### src/rtl/mac_pipe_pkg.sv
// mac_pipe_pkg: shared constants and helpers for the mac_pipe multiply-accumulate block.
//   - default operand/result widths
//   - legal range of extra output retiming stages
//   - addend selection encoding used by the stage-2 adder
//   - latency(): in_valid -> out_valid latency in cycles for a given stage count
package mac_pipe_pkg;

    localparam int DEF_A_W         = 4;
    localparam int DEF_B_W         = 4;
    localparam int DEF_C_W         = 4;
    localparam int DEF_OUT_W       = 8;
    localparam int DEF_PIPE_STAGES = 1;

    localparam int PIPE_STAGES_MIN = 0;
    localparam int PIPE_STAGES_MAX = 4;

    typedef enum logic [1:0] {
        AddC,
        AddAcc,
        AddZero
    } addend_sel_e;

    function automatic int latency(input int pipe_stages);
        return 2 + pipe_stages;
    endfunction

endpackage

### src/rtl/mac_pipe_dly.sv
// mac_pipe_dly: valid/data delay line of DEPTH registers (DEPTH = 0 is a pass-through).
// Data registers load only when their incoming valid is set, so the output data holds
// its last value while out_valid is low.
//   clk       in   rising-edge clock
//   rst       in   asynchronous active-high reset, clears valid and data
//   in_valid  in   incoming qualifier
//   in_data   in   W-bit incoming payload
//   out_valid out  qualifier delayed by DEPTH cycles
//   out_data  out  payload delayed by DEPTH cycles
module mac_pipe_dly
    import mac_pipe_pkg::*;
#(
    parameter int DEPTH = 1,
    parameter int W     = 9
) (
    input  logic         clk,
    input  logic         rst,
    input  logic         in_valid,
    input  logic [W-1:0] in_data,
    output logic         out_valid,
    output logic [W-1:0] out_data
);

    if (DEPTH < PIPE_STAGES_MIN || DEPTH > PIPE_STAGES_MAX) begin : gen_bad_depth
        $error("mac_pipe_dly: DEPTH out of range 0..4");
    end

    if (DEPTH == 0) begin : gen_pass
        assign out_valid = in_valid;
        assign out_data  = in_data;
    end else begin : gen_regs
        logic [DEPTH-1:0]        valid_q;
        logic [DEPTH-1:0][W-1:0] data_q;

        always_ff @(posedge clk or posedge rst) begin
            if (rst) begin
                valid_q <= '0;
                data_q  <= '0;
            end else begin
                valid_q[0] <= in_valid;
                if (in_valid) begin
                    data_q[0] <= in_data;
                end
                for (int i = 1; i < DEPTH; i++) begin
                    valid_q[i] <= valid_q[i-1];
                    if (valid_q[i-1]) begin
                        data_q[i] <= data_q[i-1];
                    end
                end
            end
        end

        assign out_valid = valid_q[DEPTH-1];
        assign out_data  = data_q[DEPTH-1];
    end

endmodule

### src/rtl/mac_pipe.sv
// mac_pipe: pipelined multiply-add / multiply-accumulate unit, one beat per cycle.
//   r = a*b + c              (acc_en = 0)
//   r = a*b + accumulator    (acc_en = 1, acc_clr = 0)
//   r = a*b                  (acc_en = 1, acc_clr = 1, restarts accumulation)
// acc_clr with in_valid = 0 clears the accumulator without producing a result.
// Stage 1 registers the inputs, stage 2 computes and holds the accumulator, then
// PIPE_STAGES retiming registers follow; latency is 2 + PIPE_STAGES cycles.
// Build option: define MAC_PIPE_SAT_EN to saturate overflowing results to all-ones
// (default build wraps modulo 2^OUT_W). ovf flags overflow in both builds.
//   clk       in   rising-edge clock
//   rst       in   asynchronous active-high reset
//   in_valid  in   input beat qualifier
//   a, b, c   in   unsigned operands (A_W, B_W, C_W bits)
//   acc_en    in   accumulate mode select, sampled with in_valid
//   acc_clr   in   restart accumulation
//   out_valid out  result qualifier
//   r         out  OUT_W-bit result, holds while out_valid = 0
//   ovf       out  overflow flag for the result, holds while out_valid = 0
module mac_pipe
    import mac_pipe_pkg::*;
#(
    parameter int A_W         = DEF_A_W,
    parameter int B_W         = DEF_B_W,
    parameter int C_W         = DEF_C_W,
    parameter int OUT_W       = DEF_OUT_W,
    parameter int PIPE_STAGES = DEF_PIPE_STAGES
) (
    input  logic             clk,
    input  logic             rst,
    input  logic             in_valid,
    input  logic [A_W-1:0]   a,
    input  logic [B_W-1:0]   b,
    input  logic [C_W-1:0]   c,
    input  logic             acc_en,
    input  logic             acc_clr,
    output logic             out_valid,
    output logic [OUT_W-1:0] r,
    output logic             ovf
);

    localparam int P_W   = A_W + B_W;
    localparam int SUM_W = OUT_W + 1;

    if (OUT_W < A_W + B_W) begin : gen_bad_out_w_ab
        $error("mac_pipe: OUT_W must be at least A_W+B_W");
    end
    if (OUT_W < C_W) begin : gen_bad_out_w_c
        $error("mac_pipe: OUT_W must be at least C_W");
    end
    if (PIPE_STAGES < PIPE_STAGES_MIN || PIPE_STAGES > PIPE_STAGES_MAX) begin : gen_bad_stages
        $error("mac_pipe: PIPE_STAGES out of range 0..4");
    end

    // Stage 1: unconditional input capture.
    logic           v1_q;
    logic [A_W-1:0] a1_q;
    logic [B_W-1:0] b1_q;
    logic [C_W-1:0] c1_q;
    logic           acc_en1_q;
    logic           acc_clr1_q;

    always_ff @(posedge clk or posedge rst) begin
        if (rst) begin
            v1_q       <= 1'b0;
            a1_q       <= '0;
            b1_q       <= '0;
            c1_q       <= '0;
            acc_en1_q  <= 1'b0;
            acc_clr1_q <= 1'b0;
        end else begin
            v1_q       <= in_valid;
            a1_q       <= a;
            b1_q       <= b;
            c1_q       <= c;
            acc_en1_q  <= acc_en;
            acc_clr1_q <= acc_clr;
        end
    end

    // Stage 2: multiply-add. acc_q feeds the next beat; res_q is the result copy that
    // must not see a standalone clear, so r keeps holding the last delivered value.
    logic             v2_q;
    logic [OUT_W-1:0] acc_q;
    logic [OUT_W-1:0] res_q;
    logic             ovf2_q;

    addend_sel_e      addend_sel;
    logic [OUT_W-1:0] addend;
    logic [P_W-1:0]   prod;
    logic [SUM_W-1:0] sum;
    logic             sum_ovf;
    logic [OUT_W-1:0] sum_res;

    always_comb begin
        addend_sel = AddC;
        if (acc_en1_q) begin
            addend_sel = acc_clr1_q ? AddZero : AddAcc;
        end

        addend = '0;
        case (addend_sel)
            AddC:    addend = OUT_W'(c1_q);
            AddAcc:  addend = acc_q;
            AddZero: addend = '0;
            default: addend = '0;
        endcase

        prod    = {{B_W{1'b0}}, a1_q} * {{A_W{1'b0}}, b1_q};
        sum     = SUM_W'(prod) + SUM_W'(addend);
        // prod < 2^OUT_W and addend < 2^OUT_W, so the carry bit is exact overflow.
        sum_ovf = sum[OUT_W];
`ifdef MAC_PIPE_SAT_EN
        sum_res = sum_ovf ? '1 : sum[OUT_W-1:0];
`else
        sum_res = sum[OUT_W-1:0];
`endif
    end

    always_ff @(posedge clk or posedge rst) begin
        if (rst) begin
            v2_q   <= 1'b0;
            acc_q  <= '0;
            res_q  <= '0;
            ovf2_q <= 1'b0;
        end else begin
            v2_q <= v1_q;
            if (v1_q) begin
                acc_q  <= sum_res;
                res_q  <= sum_res;
                ovf2_q <= sum_ovf;
            end else if (acc_clr1_q) begin
                acc_q <= '0;
            end
        end
    end

    // Output retiming.
    logic [OUT_W:0] dly_data;

    mac_pipe_dly #(
        .DEPTH (PIPE_STAGES),
        .W     (OUT_W + 1)
    ) u_dly (
        .clk       (clk),
        .rst       (rst),
        .in_valid  (v2_q),
        .in_data   ({ovf2_q, res_q}),
        .out_valid (out_valid),
        .out_data  (dly_data)
    );

    assign r   = dly_data[OUT_W-1:0];
    assign ovf = dly_data[OUT_W];

endmodule

### config.mk
export PLATFORM = sky130hd
export DESIGN_NAME = mac_pipe
export DESIGN_NICKNAME = d
export VERILOG_FILES = /design/src/rtl/mac_pipe_pkg.sv /design/src/rtl/mac_pipe_dly.sv /design/src/rtl/mac_pipe.sv
export SDC_FILE = /design/constraint.sdc
export NUM_CORES = 1
export LEC_CHECK = 0
export ABC_AREA = 1
export CAP_MARGIN = 5
export CORE_AREA = 5 5 81 83
export CTS_BUF_LIST = sky130_fd_sc_hd__clkbuf_8 sky130_fd_sc_hd__clkbuf_16
export CTS_CLUSTER_DIAMETER = 40
export DETAILED_ROUTE_END_ITERATION = 8
export DIE_AREA = 0 0 86 88
export PLACE_DENSITY = 0.71
export SETUP_SLACK_MARGIN = 0.5
export SLEW_MARGIN = 20
export SYNTH_ARGS = -nofsm -noshare
export SYNTH_HDL_FRONTEND = slang
export SYNTH_HIERARCHICAL = 1
export SYNTH_SLANG_ARGS = --single-unit
export TNS_END_PERCENT = 5
### constraint.sdc
create_clock -name clk -period 8.7 [get_ports clk]
set_clock_uncertainty 0.2 [all_clocks]
set_input_delay 2.175 -clock clk [delete_from_list [all_inputs] [get_ports clk]]
set_output_delay 2.175 -clock clk [all_outputs]
set_load 0.05 [all_outputs]
==> results of run 1 <==
==> synth_stat cells <==
| cell type | count |
|---|---|
| o21ai_1 | 1 |
| inv_2 | 2 |
| nand4_1 | 1 |
| nand3_1 | 7 |
| ha_1 | 17 |
| buf_6 | 2 |
| o22ai_1 | 3 |
| dfrtp_1 | 43 |
| fa_1 | 9 |
| a21oi_2 | 1 |
| nand2_1 | 90 |
| a21oi_1 | 5 |
| inv_1 | 51 |
| xnor2_1 | 1 |
| nand3_2 | 1 |
| nor2_1 | 5 |
| o21ai_0 | 10 |
==> cell families after synthesis <==
group | Yosys count | share of synthesized area [%]
flip-flops | 43 | 48.6
AND/OR/NAND/NOR | 104 | 18.4
XOR/XNOR | 1 | 0.396
adder cells (fa/ha/maj) | 26 | 17.7
AO/OA/AOI/OAI | 20 | 4.86
buffers and inverters | 55 | 10.0
==> metrics by stage <==
step	utilization [%]	hold WS (ps)	setup WS, ps	power [mW]
2_1_floorplan	-	174	5530	0.390
3_3_place_gp	44.2	253	5210	0.438
3_5_place_dp	44.2	258	5190	0.444
4_1_cts	46.5	278	4860	0.628
5_1_grt	46.5	301	4830	0.658
6_report	46.5	272	4880	0.619
==> registers in the layout (all words and copies together), names as in the netlist <==
name / cells
v1_q: 1
a1_q: 4
acc_clr1_q: 1
ovf2_q: 1
b1_q: 4
u_dly/out_data: 9
v2_q: 1
acc_q: 8
u_dly/out_valid: 1
acc_en1_q: 1
c1_q: 4
res_q: 8
==> area by class of cell <==
| class | count | share of cell area (%) |
|---|---|---|
| multi-input combinational | 151 | 34.1 |
| tap | 75 | 3.49 |
| sequential | 43 | 40.1 |
| clock inverter | 3 | 2.38 |
| clock buffer | 5 | 2.56 |
| inverter | 53 | 7.41 |
| timing repair buffer | 27 | 9.97 |
==> worst max-delay path by stage <==
stage                     to  cells after the start  slack [ps]         startpoint
finish                  r[6]                      1        4880  u_dly/out_data[6]
CTS                      ovf                      1        4860  u_dly/out_data[8]
floorplan           acc_q[4]                     10        5530            b1_q[3]
global route             ovf                      1        4830  u_dly/out_data[8]
detailed placement       ovf                      1        5190  u_dly/out_data[8]
global placement        r[3]                      1        5210  u_dly/out_data[3]
==> metal layers <==
metal,vias up,wire length [um]
li1,813,-
met1,692,1670
met2,30,1750
met3,7,209
met4,0,61
met5,-,0
==> power groups by stage <==
| stage | clock (mW) | combinational, mW | sequential (mW) |
|---|---|---|---|
| after floorplan | 0 | 0.0956 | 0.295 |
| after global placement | 0 | 0.180 | 0.258 |
| after detailed placement | 0 | 0.184 | 0.260 |
| after CTS | 0.186 | 0.185 | 0.256 |
| after global routing | 0.191 | 0.207 | 0.260 |
| final | 0.180 | 0.183 | 0.256 |
==> impl_results.md, run 1 <==
* Synth area leader: dfrtp_1
* Resized cells post-CTS at 0
* GRT Total Usage at between 10% and 20%
* Max VDD drop at about 100 uV
* Total CTS buffers at 5
* Leakage at 1.50 nW
* Largest net degree at the start of global routing at 34
* CTS root buf: clkbuf_8
* Final setup vio count at 0
* Most common cell after layout, fill and taps aside: nand2_1
* Placed cell count at 349
* Cell Pwr Density at ~230 mW/mm^2
* CTS tree: built
* Die Wd at between 80 and 90 um
* Synth warn at 6
* Post CTS Setup Buffer Count at 0
* CP max-delay cell: clkdlybuf4s50_1
* Area grow syn2layout at 21.3%
* Critical path arrival at 1450 ps
* Final min period at between 3000 and 4000 ps
* Fin crit share at between 40% and 50%
* Sequential cell area at between 0.001 and 0.0015 sq mm
* Data required time of the worst path at approximately 6300 ps
* Die ar. at 0.00757 sq mm
* ANT cells at 0
* Synth cell types at 17
* Fmax at 262 MHz
* GR peak layer: met2
* DRC Markers at 0
* Max Buffers Root-to-Sink at 2
* Hold-fix buffers, CTS at 0
* Commonest cells after routing, fill and taps aside: 90 x nand2_1, 52 x inv_1, 43 x dfrtp_1
* Syn Inst Count at between 200 and 250
* Vias in the first global route at 1606
* CP Capture Type: output pin
* Layout cells sized above 1 at around 4.3%
* Post-DP Area at approximately 0.0026 sq mm
* Gr ovfl total at 0
* Setup_tns at 0 ps
* Register bit count reported by yosys at 43
* Wirelength per Cell at between 10 and 15 um
* Logic gate share of total power at 29.6%
* Psw at roughly 0.20 mW
* Crit path buf inv count at 1
* Reg-to-reg endpoint: acc_q[4]
* Reg2reg setup slack at between 5000 and 6000 ps
* DR vias/cell at between 4 and 5
* Hold path start: u_dly/out_data[1]
* Hold Path Cell Cnt at 2
* Rel. slew slack at approximately 67%
* Post-layout nets at ~320
* Sequential area share after synthesis at between 40% and 50%
* CP delay by family, top: buffers and inverters
* CTS sink cnt at 43
* Multi-input logic area at around 900 sq um
* Status: finished, final reports clean
* Worst Hold End: u_dly/out_data[1]
* RSZ-0062 raised after global routing: false
* Routed WL at 3690 um
* Initial antenna violation count at 0
* Post-route ant nets at 0
* Clock share of power at 29.1%
* Starting DRT DRC Count at between 40 and 50
* H-tree Lvls at 2
* First-pass iteration count of the detailed router at 4
* GRT met3 Usage at 2.92%
* Area fraction of the dominant cell type after synthesis at slightly below 50%
* Design area at approximately 0.0027 sq mm
* IO Count at 27
* Final slew viol count at 0
* R2R cell count at 10
* Final cell count without fillers at between 300 and 400
* Crit path cell chain: clkdlybuf4s50_1
* Post-Syn Nets at approximately 290
* Row cnt at 28
* Crit path kind: flip-flop to output pin
* Grt met1 use at between 10% and 20%
* Worst Path Max Fanout at 2
* Starting density of the core at a little under two fifths
* Port Buffers at 26
* Startpoint class of the critical path: flip-flop
* Pint at around 0.42 mW
* Syn_area_per_cell at 8.89 sq um
* First-pass GRT wire length at between 6000 and 7000 um
* Worst-path clk slew at 80 ps
* Switch share at 32.4%
* Final Hold Vio Count at 0
* Worst-margin pin slew at 498 ps
* CP max stage delay at ~800 ps
* Placed wire-length estimate at between 2000 and 3000 um
* DIE HEIGHT at about 88 um
* FF-to-FF Start: a1_q[0]
* Max cap viols at 0
* Routed vias at about 1500
* Clock latency on the worst-skew pair at ~300 ps
* Seq pwr share at between 40% and 50%
* Core box area at 0.00578 sq mm
* Met2 Use GR at about a fifth
* Hold WC Path Type: flip-flop to flip-flop
* Top cells by area, synth: dfrtp_1 49%, nand2_1 15%, ha_1 9.6%
* Fillcell total at 578
* Synth Cell Area at 0.00221 sq mm
* Gpl congestion at ~0.83
(Power assumes the default switching activity.)
==> run 2: changes to the inputs <==
clock period = 3.6 ns   (was 8.7 ns; I/O delays follow)
==> run 2 against run 1 <==
Against the previous run: via count grew 6.1%; setup slack got worse by 4400 ps; first-iteration DRC count grew 44%; flip-flop and latch count did not move; clock power up 140%; wire length increased by 11%; cell area is 4.1% higher; core utilization increased by 1.9 points; cell count increased by 1.1%; global-route usage rose by 0.67 points; critical path type is now flip-flop to flip-flop.
==> impl_results.md, run 2 (synthesis results as in run 1) <==
* Status: finished, final reports clean
* Max VDD drop at 229 uV (+130%)
* IO Count at 27 (unchanged)
* Die Wd at 86 um (unchanged)
* Crit path kind: flip-flop to flip-flop
* Wirelength per Cell at 11.3 um (+9.9%)
* Design area at 0.00280 sq mm (+4.1%)
* Routed WL at 4100 um (+11%)
* Starting density of the core at 38.3% (unchanged)
* RSZ-0062 raised after global routing: true
* Area grow syn2layout at 26.3%
* Fillcell total at 562 (-2.8%)
* Worst hold slack at 273 ps (+0.933 ps)
* Setup_tns at 0 ps (unchanged)
* CP delay by family, top: adder cells
* Crit path cell chain: nand2_1, fa_1, fa_1, fa_1, inv_2, ha_4, a21oi_2, nand2_2, nand2_2, nand3_1, nand3_2, nand2_1
* CTS root buf: clkbuf_8
* Vias in the first global route at 1694 (+5.5%)
* Routed vias at 1636 (+6.1%)
* Worst-path clk slew at 80 ps (about the same)
* First-pass iteration count of the detailed router at 4 (unchanged)
* Placed wire-length estimate at 3040 um (+5.0%)
* Total Power at 1.56 mW (+150%)
* Post-DP Area at 0.00257 sq mm (+0.49%)
* Row cnt at 28 (unchanged)
* Hold WC Path Type: flip-flop to flip-flop
* Post-route ant nets at 0 (unchanged)
* First-pass GRT wire length at 7220 um (+7.6%)
* Core box area at 0.00578 sq mm (unchanged)
* Starting DRT DRC Count at 69 (+44%)
* Total CTS buffers at 5 (unchanged)
* Gr ovfl total at 0 (unchanged)
* Most common cell after layout, fill and taps aside: nand2_1
* ANT cells at 0 (unchanged)
* Commonest cells after routing, fill and taps aside: 85 x nand2_1, 49 x inv_1, 43 x dfrtp_1
* Gpl congestion at 0.823 (-1.0%)
* Startpoint class of the critical path: flip-flop
* Worst-margin pin slew at 493 ps (-5.44 ps)
* Largest net degree at the start of global routing at 34 (unchanged)
* CP max stage delay at 520 ps (-280 ps)
* Fmax at between 300 and 400 MHz
* Final min period at ~3100 ps
* Max Buffers Root-to-Sink at 2 (unchanged)
* Max reg flops at 9 (unchanged)
* H-tree Lvls at 2 (unchanged)
* Critical path arrival at 3090 ps (+1640 ps)
* Max cap viols at 0 (unchanged)
* Final setup vio count at 0 (unchanged)
* CTS tree: built
* Clock latency on the worst-skew pair at 290 ps (about the same)
* Multi-input logic area at 997 sq um (+8.7%)
* Crit path buf inv count at 1 (unchanged)
* Port Buffers at 26 (unchanged)
* Worst Path Max Fanout at 5 (+3)
* Leakage at 1.51 nW (+0.88%)
* Data required time of the worst path at 3590 ps (-2740 ps)
* Hold-fix buffers, CTS at 0 (unchanged)
* DRC Markers at 0 (unchanged)
* CTS sink cnt at 43 (unchanged)
* Fin crit share at between 80% and 90%
* DR vias/cell at 4.53 (+4.9%)
* Sequential cell area at 0.00108 sq mm (unchanged)
* Layout cells sized above 1 at 11.5% (+7.3 points)
* DIE HEIGHT at 88 um (unchanged)
* Die ar. at 0.00757 sq mm (unchanged)
* Finished Core Util at 48.4% (+1.9 points)
* Post-layout nets at 328 (+1.2%)
* CP max-delay cell: fa_1
* CP Capture Type: flip-flop
* Cell Pwr Density at 559 mW/mm^2 (+140%)
* Final slew viol count at 0 (unchanged)
* Rel. slew slack at 67.0% (+0.36 points)
* Top cell by count, worst path: fa_1
* Initial antenna violation count at 0 (unchanged)
* Final Hold Vio Count at 0 (unchanged)
* GRT Total Usage at 12.0% (+0.67 points)
-- run 2: path summary, 6_finish.rpt --
path                              startpoint                 to  depth (start not counted)  slack [ps]
setup / recovery                     b1_q[3]           acc_q[6]                         12         500
hold / removal             u_dly/out_data[0]  u_dly/out_data[0]                          2         270
setup reg to reg                     b1_q[3]           acc_q[6]                         12         500
hold reg to reg            u_dly/out_data[0]  u_dly/out_data[0]                          2         270
max in group asynchronous                rst            a1_q[3]                          3        2080
min in group asynchronous                rst  u_dly/out_data[3]                          2         700
-- run 2: cell type report --
class | count | area share (%)
well taps | 75 | 3.36
flip-flops and latches | 43 | 38.5
clock inverters | 3 | 2.28
multi-input cells | 151 | 35.7
clock buffers | 5 | 2.46
repair buffers | 31 | 10.6
inverters | 53 | 7.11
-- run 2: worst reg2reg max path, cell delays in order, from the launching register on --
cell	delay (ps)
dfrtp_1	390
nand2_1	90
fa_1	520
fa_1	430
fa_1	510
inv_2	50
ha_4	250
a21oi_2	160
nand2_2	100
nand2_2	90
nand3_1	80
nand3_2	90
nand2_1	60
-- run 2: timing repair --
action,4_1_cts,5_1_grt
setup endpoints to repair,9,10
resized for setup,5,11
setup buffers,4,0
pin swaps,8,12
hold endpoints to repair,0,0
-- run 2: power by group --
part	switching, mW	internal (mW)	leakage, nW	total [mW]
Combinational	0.306	0.199	0.910	0.505
Sequential	0.0475	0.573	0.530	0.620
Clock	0.164	0.274	0.0695	0.438
-- run 2: layer usage --
| layer | routed length [um] | GRT usage, % | vias up |
|---|---|---|---|
| li1 | - | - | 822 |
| met1 | 1790 | 14.1 | 760 |
| met2 | 1970 | 20.5 | 42 |
| met3 | 226 | 3.39 | 12 |
| met4 | 111 | 4.89 | 0 |
| met5 | 0 | 0 | - |
-- run 2: through the flow --
stage,std cells,worst slack (ps)
6_report,361,496
3_5_place_dp,349,425
3_3_place_gp,349,478
5_1_grt,361,360
2_1_floorplan,249,553
4_1_cts,361,440
